===== src/rtl/batch_out_fixed.sv =====
// Float-to-fixed output stage: drops the start-up transient, converts samples to
// saturated signed fixed point and streams them out of a small FWFT FIFO.
module batch_out_fixed #(
    parameter int EXP_W      = 8,
    parameter int MANT_W     = 23,
    parameter int OUT_W      = 16,
    parameter int FRAC_W     = 15,
    parameter int FIFO_DEPTH = 8,
    parameter int DISCARD    = 660
) (
    input  logic                        clk,
    input  logic                        rst,
    input  logic [EXP_W+MANT_W:0]       in_data,
    input  logic                        in_valid,
    output logic [OUT_W-1:0]            out_data,
    output logic                        out_valid,
    input  logic                        out_ready,
    output logic [$clog2(FIFO_DEPTH):0] fifo_level,
    output logic                        sat_flag,
    output logic                        ovf_flag,
    input  logic                        clr_flags
);

    localparam int AW    = $clog2(FIFO_DEPTH);
    localparam int LW    = AW + 1;
    localparam int CNT_W = (DISCARD > 0) ? $clog2(DISCARD + 1) : 1;
    localparam int BIAS  = (1 << (EXP_W - 1)) - 1;
    localparam int MAG_W = MANT_W + OUT_W + 2;

    localparam logic [CNT_W-1:0] DISC_C  = CNT_W'(DISCARD);
    localparam logic [MAG_W-1:0] NEG_MAG = MAG_W'(1) << (OUT_W - 1);
    localparam logic [MAG_W-1:0] POS_MAX = NEG_MAG - MAG_W'(1);
    localparam logic [OUT_W-1:0] POS_OUT = {1'b0, {(OUT_W-1){1'b1}}};
    localparam logic [OUT_W-1:0] NEG_OUT = {1'b1, {(OUT_W-1){1'b0}}};

    // Start-up discard
    logic [CNT_W-1:0] disc_cnt;
    logic             accept;

    assign accept = in_valid && (disc_cnt == DISC_C);

    always_ff @(posedge clk or posedge rst) begin
        if (rst) begin
            disc_cnt <= '0;
        end else if (in_valid && (disc_cnt != DISC_C)) begin
            disc_cnt <= disc_cnt + CNT_W'(1);
        end
    end

    // Stage 1: field split and classification
    logic              s1_valid;
    logic              s1_sign;
    logic [EXP_W-1:0]  s1_exp;
    logic [MANT_W:0]   s1_mant;
    logic              s1_zero;
    logic              s1_special;

    always_ff @(posedge clk or posedge rst) begin
        if (rst) begin
            s1_valid   <= 1'b0;
            s1_sign    <= 1'b0;
            s1_exp     <= '0;
            s1_mant    <= '0;
            s1_zero    <= 1'b0;
            s1_special <= 1'b0;
        end else begin
            s1_valid <= accept;
            if (accept) begin
                s1_sign    <= in_data[EXP_W+MANT_W];
                s1_exp     <= in_data[EXP_W+MANT_W-1:MANT_W];
                s1_mant    <= {1'b1, in_data[MANT_W-1:0]};
                s1_zero    <= (in_data[EXP_W+MANT_W-1:MANT_W] == '0);
                s1_special <= (in_data[EXP_W+MANT_W-1:MANT_W] == '1);
            end
        end
    end

    // Stage 2 combinational conversion
    int               shift_s;
    int               rsh;
    logic [MAG_W-1:0] mant_w;
    logic [MAG_W-1:0] mag;
    logic             rnd_bit;
    logic             huge;
    logic [OUT_W-1:0] conv;
    logic             conv_sat;

    always_comb begin
        mant_w  = MAG_W'(s1_mant);
        shift_s = int'(s1_exp) - BIAS + FRAC_W - MANT_W;
        rsh     = 0;
        rnd_bit = 1'b0;
        huge    = 1'b0;
        mag     = '0;
        if (shift_s >= 0) begin
            // anything shifted past OUT_W is far beyond full scale
            if (shift_s > OUT_W) begin
                huge = 1'b1;
            end else begin
                mag = mant_w << shift_s;
            end
        end else begin
            rsh     = -shift_s;
            rnd_bit = ((mant_w >> (rsh - 1)) & MAG_W'(1)) != '0;
            mag     = (mant_w >> rsh) + MAG_W'(rnd_bit);
        end

        conv     = '0;
        conv_sat = 1'b0;
        if (s1_zero) begin
            conv = '0;
        end else if (s1_special) begin
            conv     = s1_sign ? NEG_OUT : POS_OUT;
            conv_sat = 1'b1;
        end else if (s1_sign) begin
            if (huge || (mag > NEG_MAG)) begin
                conv     = NEG_OUT;
                conv_sat = 1'b1;
            end else begin
                conv = -mag[OUT_W-1:0];
            end
        end else begin
            if (huge || (mag > POS_MAX)) begin
                conv     = POS_OUT;
                conv_sat = 1'b1;
            end else begin
                conv = mag[OUT_W-1:0];
            end
        end
    end

    logic             s2_valid;
    logic [OUT_W-1:0] s2_data;

    always_ff @(posedge clk or posedge rst) begin
        if (rst) begin
            s2_valid <= 1'b0;
            s2_data  <= '0;
        end else begin
            s2_valid <= s1_valid;
            if (s1_valid) begin
                s2_data <= conv;
            end
        end
    end

    // Output FIFO
    logic [OUT_W-1:0] mem [FIFO_DEPTH];
    logic [AW-1:0]    wptr;
    logic [AW-1:0]    rptr;
    logic [AW-1:0]    rptr_nxt;
    logic [LW-1:0]    level;
    logic [LW-1:0]    level_nxt;
    logic             full;
    logic             do_pop;
    logic             do_write;
    logic             drop;
    logic [OUT_W-1:0] head_nxt;

    assign full      = (level == LW'(FIFO_DEPTH));
    assign do_pop    = (level != '0) && out_ready;
    assign do_write  = s2_valid && (!full || do_pop);
    assign drop      = s2_valid && full && !do_pop;
    assign rptr_nxt  = do_pop ? rptr + AW'(1) : rptr;
    assign out_valid = (level != '0);
    assign fifo_level = level;

    always_comb begin
        level_nxt = level;
        if (do_write && !do_pop) begin
            level_nxt = level + LW'(1);
        end else if (!do_write && do_pop) begin
            level_nxt = level - LW'(1);
        end
    end

    // out_data is a register tracking the head; the slot written this edge
    // is forwarded so the head is correct even when it lands on the write slot.
    assign head_nxt = (do_write && (wptr == rptr_nxt)) ? s2_data : mem[rptr_nxt];

    always_ff @(posedge clk) begin
        if (do_write) begin
            mem[wptr] <= s2_data;
        end
    end

    always_ff @(posedge clk or posedge rst) begin
        if (rst) begin
            wptr     <= '0;
            rptr     <= '0;
            level    <= '0;
            out_data <= '0;
        end else begin
            if (do_write) begin
                wptr <= wptr + AW'(1);
            end
            rptr  <= rptr_nxt;
            level <= level_nxt;
            if (level_nxt != '0) begin
                out_data <= head_nxt;
            end
        end
    end

    // Sticky flags: a set event takes priority over a clear on the same edge
    always_ff @(posedge clk or posedge rst) begin
        if (rst) begin
            sat_flag <= 1'b0;
            ovf_flag <= 1'b0;
        end else begin
            if (s1_valid && conv_sat) begin
                sat_flag <= 1'b1;
            end else if (clr_flags) begin
                sat_flag <= 1'b0;
            end
            if (drop) begin
                ovf_flag <= 1'b1;
            end else if (clr_flags) begin
                ovf_flag <= 1'b0;
            end
        end
    end

endmodule

===== config.mk =====
export PLATFORM = sky130hd
export DESIGN_NAME = batch_out_fixed
export DESIGN_NICKNAME = d
export VERILOG_FILES = /design/src/rtl/batch_out_fixed.sv
export SDC_FILE = /design/constraint.sdc
export NUM_CORES = 1
export LEC_CHECK = 0
export BUFFER_PORTS_ARGS = -buffer_cell sky130_fd_sc_hd__buf_2
export CAP_MARGIN = 20
export CORE_MARGIN = 1
export CORE_UTILIZATION = 40
export DETAILED_ROUTE_END_ITERATION = 7
export PLACE_DENSITY_LB_ADDON = 0.15
export SYNTH_ARGS = -nofsm -noshare
export SYNTH_HDL_FRONTEND = slang
export SYNTH_SLANG_ARGS = --single-unit

===== constraint.sdc =====
create_clock -name clk -period 7.2 [get_ports clk]
set_clock_uncertainty 0.05 [all_clocks]
set_input_delay 0 -clock clk [delete_from_list [all_inputs] [get_ports clk]]
set_output_delay 0 -clock clk [all_outputs]
set_load 0.01 [all_outputs]

==> impl_metrics.json, run 1 <==
{
  "seq_power_share_pct": 43.3,
  "setup_viol": 0,
  "detailedRoute.firstIterationViolations": 926,
  "swShare_pct": 27.1,
  "place.port_buffers": 59,
  "fin_nets": 1590,
  "num_vias": 11800,
  "syn_avg_cell_area_um2": 10.1,
  "most_numerous_cell_on_the_critical_path": "sky130_fd_sc_hd__ha_2",
  "max_cap_violations": 0,
  "post_place_worst_slack_ns": -0.0851,
  "ys_seq_elements": 219,
  "overall_track_demand_over_capacity_in_global_routing_pct": 23.3,
  "design.die.area_um2": 36300,
  "synth.top_cell.area_share_pct": 27.1,
  "power.combinational.fraction_pct": 17.7,
  "synth_common_cells": "227 x sky130_fd_sc_hd__nand2_1, 128 x sky130_fd_sc_hd__edfxtp_1, 91 x sky130_fd_sc_hd__dfrtp_1",
  "synth_largest_area_cell": "sky130_fd_sc_hd__edfxtp_1",
  "synth_warn": 0,
  "setup.worst_path.end_class": "flip-flop",
  "final.min_clock_period_ns": 6.80,
  "count_of_clock_tree_sinks": 219,
  "placer_congestion": 0.938,
  "syn_area_um2": 14200,
  "finalCritPeriodShare_pct": 94.4,
  "antenna_cells_inserted": 0,
  "critPathMaxStageDelay_ns": 0.58,
  "start_kind": "flip-flop",
  "overflow": 0,
  "drc_violations_left": 0,
  "tightest_slew_ns": 0.991,
  "criticalPathCategory": "reg -> reg",
  "wl_per_cell_um": 20.7,
  "slew_viol_final": 0,
  "grt_max_degree": 60,
  "floorplan.initialDensity_pct": 40.9,
  "power.clock.fraction_pct": 39.0,
  "postRouteAntennaNets": 0,
  "synth_seq_area_share_pct": 43.1,
  "areaGrowthSynthToFinish_pct": 18.4,
  "cts-root-buf": "sky130_fd_sc_hd__clkbuf_16",
  "clkSlewWorstSetupHoldPaths_ns": 0.06,
  "number_of_detailed_routing_iterations_run_before_antenna_repair": 5,
  "first_global_vias": 11600,
  "final_critical_path_setup_slack_ns": 0.404,
  "post_synthesis_cell_count": 1412,
  "critPathMaxFanout": 10,
  "tritoncts": "done",
  "detail_route.vias_per_cell": 5.89,
  "finalWirelength_mm": 41.5,
  "outcome": "finished clean",
  "share_of_final_layout_standard_cells_stronger_than_drive_strength_1_pct": 21.2,
  "achievable-frequency_mhz": 147,
  "top_area_cells_in_the_synthesized_netlist": "sky130_fd_sc_hd__edfxtp_1 27%, sky130_fd_sc_hd__dfrtp_1 16%, sky130_fd_sc_hd__mux4_2 7.0%, sky130_fd_sc_hd__nand2_1 6.0%, sky130_fd_sc_hd__mux2i_1 4.8%",
  "dp_hpwl_mm": 30.0,
  "dieWidth_um": 190,
  "h_tree_levels": 1,
  "syn_nets": 1468,
  "critical_path_required_ns": 7.60,
  "cell_internal_pwr_w": 0.00235,
  "path_buf_inv": 3,
  "netlist_cell_types": 101,
  "clock_tree.buffer_depth": 3,
  "cellPowerDensity_nw_per_um2": 192,
  "antenna_violations_before_repair": 0,
  "clock_insertion_delay_worst_skew_ns": 0.54,
  "ys.flop_type": "sky130_fd_sc_hd__edfxtp_1",
  "delay_heaviest_family_cp": "simple AND/OR/NAND/NOR gates",
  "synth_enable_flop_cells": 128,
  "critical-path-slowest-cell": "sky130_fd_sc_hd__or4b_4",
  "timing.hold.worst.class": "in -> async",
  "async_flop_share_pct": 41.6,
  "die_height_um": 190,
  "floorplan.rows": 68,
  "worst_slew_margin_rel_pct": 33.1,
  "core_um2": 34700,
  "io_pins": 60,
  "final_hold_violation_count": 0,
  "cts_inserted_buffers": 26,
  "critical_path_arrival_ns": 7.20,
  "power.net_switching_w": 0.000876,
  "cellLeakagePower_nw": 7.10,
  "max-vdd-ir-drop_mv": 0.464,
  "synthMostInstantiatedCell": "sky130_fd_sc_hd__nand2_1",
  "final.hold.worst_slack_ns": 0.00316,
  "global_route_wire_length_before_repair_mm": 65.9
}
[power groups by stage]
stage	Sequential (W)	Combinational, W	Clock (W)
after global routing	0.00141	0.000629	0.00135
after floorplan	0.00142	0.000417	0
after CTS	0.00140	0.000592	0.00129
final	0.00140	0.000573	0.00126
after detailed placement	0.00142	0.000577	0
after global placement	0.00142	0.000574	0
[state kept, by name, indices dropped and copies added, names as in the netlist, 4 cells and up]
name / count
disc_cnt: 10
fifo_level: 4
mem: 128
out_data: 16
s1_exp: 8
s1_mant: 24
s2_data: 16
[stage by stage]
step                      cell area, µm²  util (%)  instances  TNS, ns  power, W
after floorplan                    14300         -       1412        0   0.00183
after global placement             15400      44.5       1917        0   0.00200
after detailed placement           15500      44.5       1918   -0.475   0.00200
after CTS                          16600      48.0       2003        0   0.00329
after global routing               16800      48.4       2009  -0.0407   0.00338
final                              16800      48.4       2009        0   0.00323
[area by class of cell]
cell class / count / area (µm²)
fillers: 3215 / 17900
flip-flops and latches: 219 / 6120
clock buffers: 36 / 698
clock inverters: 12 / 129
multi-input cells: 1078 / 7860
inverters: 31 / 119
well taps: 455 / 569
repair buffers: 178 / 1310
[kinds of logic (layout without fill, tap and decap cells)]
logic type	Yosys count	after routing	share of synthesized area, %
and+or+nand+nor	567	567	19.8
AOI/OAI and AO/OA	314	314	15.6
DFF	219	219	43.1
muxes	134	134	13.5
buffers and inverters	115	257	3.52
xor gates and xnor gates	44	44	2.77
adders and majority gates	19	19	1.67
[path summary, 6_finish.rpt]
| check | start | to | slack [ns] | cells after the start |
|---|---|---|---|---|
| max | s1_exp[1] | s2_data[10] | 0.40 | 33 |
| min | rst | disc_cnt[2] | 0.003 | 3 |
| max reg2reg | s1_exp[1] | s2_data[10] | 0.40 | 33 |
| min reg2reg | out_data[12] | out_data[12] | 0.42 | 2 |
| max in group asynchronous | rst | s1_exp[0] | 5.99 | 4 |
| min in group clk | in_data[17] | s1_mant[17] | 0.14 | 4 |
[repair_timing]
| item | in CTS | in global routing |
|---|---|---|
| resized for setup | 1 | 21 |
| cloned | 0 | 0 |
| buffers inserted | 0 | 6 |
| endpoints found under the hold margin | 82 | 0 |
| hold buffers | 37 | 0 |
| endpoints found under the setup margin | 15 | 17 |
| pin swaps | 0 | 11 |
[worst min-delay path, stage by stage]
cell and delay [ns]:
sky130_fd_sc_hd__dlygate4sd3_1 0.53, sky130_fd_sc_hd__buf_2 0.13, sky130_fd_sc_hd__inv_4 0.36
[layout by cell type (no fill, tap or decap), drive strengths merged, types with 9 or more instances in the layout]
master       netlist  final
nor4              22     22
mux2              22     22
a31oi             10     10
nor3              36     36
nand2b            13     13
a32oi              9      9
ha                19     19
nand3             43     43
clkbuf            46     36
xnor2             31     31
nand2            227    227
buf               38    141
o21ai             91     91
or3               13     13
nor2b             14     14
o2111ai           10     10
and2              13     13
edfxtp           128    128
o211ai            20     20
nor3b             10     10
inv               29     29
mux4              44     44
nand4             28     28
mux2i             68     68
nor2              90     90
dlygate4sd3        0     37
o22ai             11     11
and3              16     16
dfrtp             91     91
clkinv             2     10
a211oi            11     11
or2               11     11
o2bb2ai           10     10
xor2              13     13
a21oi             52     52
[routing by layer]
layer | wire, µm | track usage [%] | part of all wire, % | vias to the layer above
li1 | - | - | - | 5610
met1 | 17800 | 30.1 | 43 | 5836
met5 | 0 | 0 | 0 | -
met3 | 1740 | 2.36 | 4.2 | 82
met2 | 20400 | 40.1 | 49 | 309
met4 | 1510 | 8.68 | 3.6 | 0
Note: power is estimated with default switching activity, not from simulation.
==> run 2, diff against run 1 <==
- CAP_MARGIN: 20 -> not set
- CORE_ASPECT_RATIO: not set -> 1.4
==> impl_metrics.json, run 2 (synthesis results as in run 1) <==
{
  "tritoncts": "done",
  "h_tree_levels": 1,
  "achievable-frequency_mhz": 145,
  "most-common-layout-cells": "227 x sky130_fd_sc_hd__nand2_1, 128 x sky130_fd_sc_hd__edfxtp_1, 95 x sky130_fd_sc_hd__buf_4",
  "cts_inserted_buffers": 24,
  "design.die.area_um2": 36300,
  "final_hold_violation_count": 0,
  "met1_length_mm": 17.0,
  "fin_nets": 1607,
  "max-vdd-ir-drop_mv": 0.224,
  "critPathMaxFanout": 7,
  "global_route_wire_length_before_repair_mm": 68.6,
  "start_kind": "flip-flop",
  "drc_violations_left": 0,
  "critPathMaxStageDelay_ns": 0.57,
  "overflow": 0,
  "wl_per_cell_um": 21.9,
  "finalWirelength_mm": 44.4,
  "clkSlewWorstSetupHoldPaths_ns": 0.06,
  "criticalPathCategory": "reg -> reg",
  "setup_viol": 0,
  "finalCritPeriodShare_pct": 96.1,
  "detail_route.vias_per_cell": 5.86,
  "floorplan.initialDensity_pct": 40.6,
  "io_pins": 60,
  "areaGrowthSynthToFinish_pct": 20.2,
  "finish.utilization_pct": 48.8,
  "delay_heaviest_family_cp": "simple AND/OR/NAND/NOR gates",
  "top_layer": "met4",
  "critical-path-slowest-cell": "sky130_fd_sc_hd__or4b_4",
  "critical_path_arrival_ns": 7.31,
  "place.port_buffers": 59,
  "top_reg_by_flops": "mem",
  "share_of_final_layout_standard_cells_stronger_than_drive_strength_1_pct": 22.6,
  "tightest_slew_ns": 1.07,
  "overall_track_demand_over_capacity_in_global_routing_pct": 24.6,
  "final.min_clock_period_ns": 6.92,
  "post_place_worst_slack_ns": -0.00171,
  "setup_total_negative_slack_ns": 0,
  "cellLeakagePower_nw": 7.21,
  "wl_met3_mm": 1.68,
  "worst_slew_margin_rel_pct": 28.2,
  "num-fill-cells": 3281,
  "clock_insertion_delay_worst_skew_ns": 0.53,
  "cellPowerDensity_nw_per_um2": 191,
  "numPlacedInstances": 1932,
  "outcome": "finished clean",
  "clock_tree.buffer_depth": 3,
  "postRouteAntennaNets": 0,
  "max_ffs_per_register": 128,
  "first_global_vias": 11900,
  "antenna_violations_before_repair": 0,
  "setup.worst_path.end_class": "flip-flop",
  "leading_cell_type_in_the_layout_fill_and_taps_excluded": "sky130_fd_sc_hd__nand2_1",
  "antenna_cells_inserted": 0,
  "num_vias": 11900,
  "slew_viol_final": 0,
  "count_of_clock_tree_sinks": 219,
  "final_critical_path_setup_slack_ns": 0.281,
  "detailedRoute.firstIterationViolations": 834,
  "reg.largest.list": "mem x128, s1_mant x24",
  "dp_hpwl_mm": 33.1,
  "power.total_w": 0.00327,
  "die_height_um": 225,
  "core_um2": 35000,
  "critical_path_required_ns": 7.60,
  "max_cap_violations": 0,
  "met2_wirelength_mm": 22.7,
  "number_of_detailed_routing_iterations_run_before_antenna_repair": 5,
  "floorplan.rows": 81,
  "path_buf_inv": 2,
  "dieWidth_um": 161,
  "grt_max_degree": 64,
  "timing.hold.worst.class": "in -> async",
  "cts-root-buf": "sky130_fd_sc_hd__clkbuf_16",
  "placer_congestion": 1.02,
  "final_non_filler_cells": 2025
}
## run 2: changes by cell type in the layout (fill, tap and decap cells not counted), moves of 3 or more
cell                       delta
sky130_fd_sc_hd__clkbuf_8     +3
sky130_fd_sc_hd__buf_4       +15
sky130_fd_sc_hd__buf_6        +3
sky130_fd_sc_hd__clkbuf_1     -5
sky130_fd_sc_hd__ha_4         +3
sky130_fd_sc_hd__clkinv_2     -3
sky130_fd_sc_hd__o21ai_1      -3
## run 2: area by class of cell
class,count,area (µm²),share of cell area (%)
repair buffers,197,1480,8.66
clock inverters,10,119,0.697
well taps,456,571,3.34
clock buffers,34,721,4.22
flip-flops and latches,219,6120,35.9
multi-input cells,1078,7940,46.5
inverters,31,119,0.697
## run 2: repair_timing
action | in CTS | in global routing
setup buffers | 0 | 11
resized for setup | 1 | 33
endpoints found under the hold margin | 92 | 0
gates cloned | 0 | 1
pin swaps | 1 | 13
setup endpoints to repair | 3 | 17
hold buffers | 37 | 0
## run 2: final timing paths
path	cells past startpoint	from	end	slack [ns]
setup / recovery	33	s1_exp[1]	s2_data[0]	0.28
max in group asynchronous	4	rst	s1_exp[0]	6.01
min in group clk	4	in_data[16]	s1_mant[16]	0.14
hold / removal	3	rst	ovf_flag	0.06
hold reg to reg	2	out_data[2]	out_data[2]	0.42
setup reg to reg	33	s1_exp[1]	s2_data[0]	0.28
## run 2: metal layers
metal,track usage [%],vias up
li1,-,5655
met1,27.6,5728
met2,44.1,353
met3,2.76,129
met4,15.8,0
met5,0,-
## run 2: stage by stage
step / area, µm² / hold WS (ns)
6_report: 17100 / 0.0598
2_1_floorplan: 14300 / 0.0554
4_1_cts: 16800 / 0.0672
5_1_grt: 17100 / 0.111
3_5_place_dp: 15600 / 0.0861
3_3_place_gp: 15600 / 0.0798
## run 2: report_power, final
part	total [W]	internal, W	switching [W]
logic	0.000585	0.000248	0.000338
clock network	0.00128	0.000774	0.000508
registers	0.00140	0.00136	0.0000420
total	0.00327	0.00238	0.000887
## run 2: worst register-to-register path: cells and delay by family (launching register included)
kind	cells	cell delay, ns
simple gates	13	3.19
compound gates	9	1.27
fa+ha+maj	5	0.94
xor+xnor	3	0.53
flops	1	0.44
buf+inv	2	0.20
mux	1	0.19
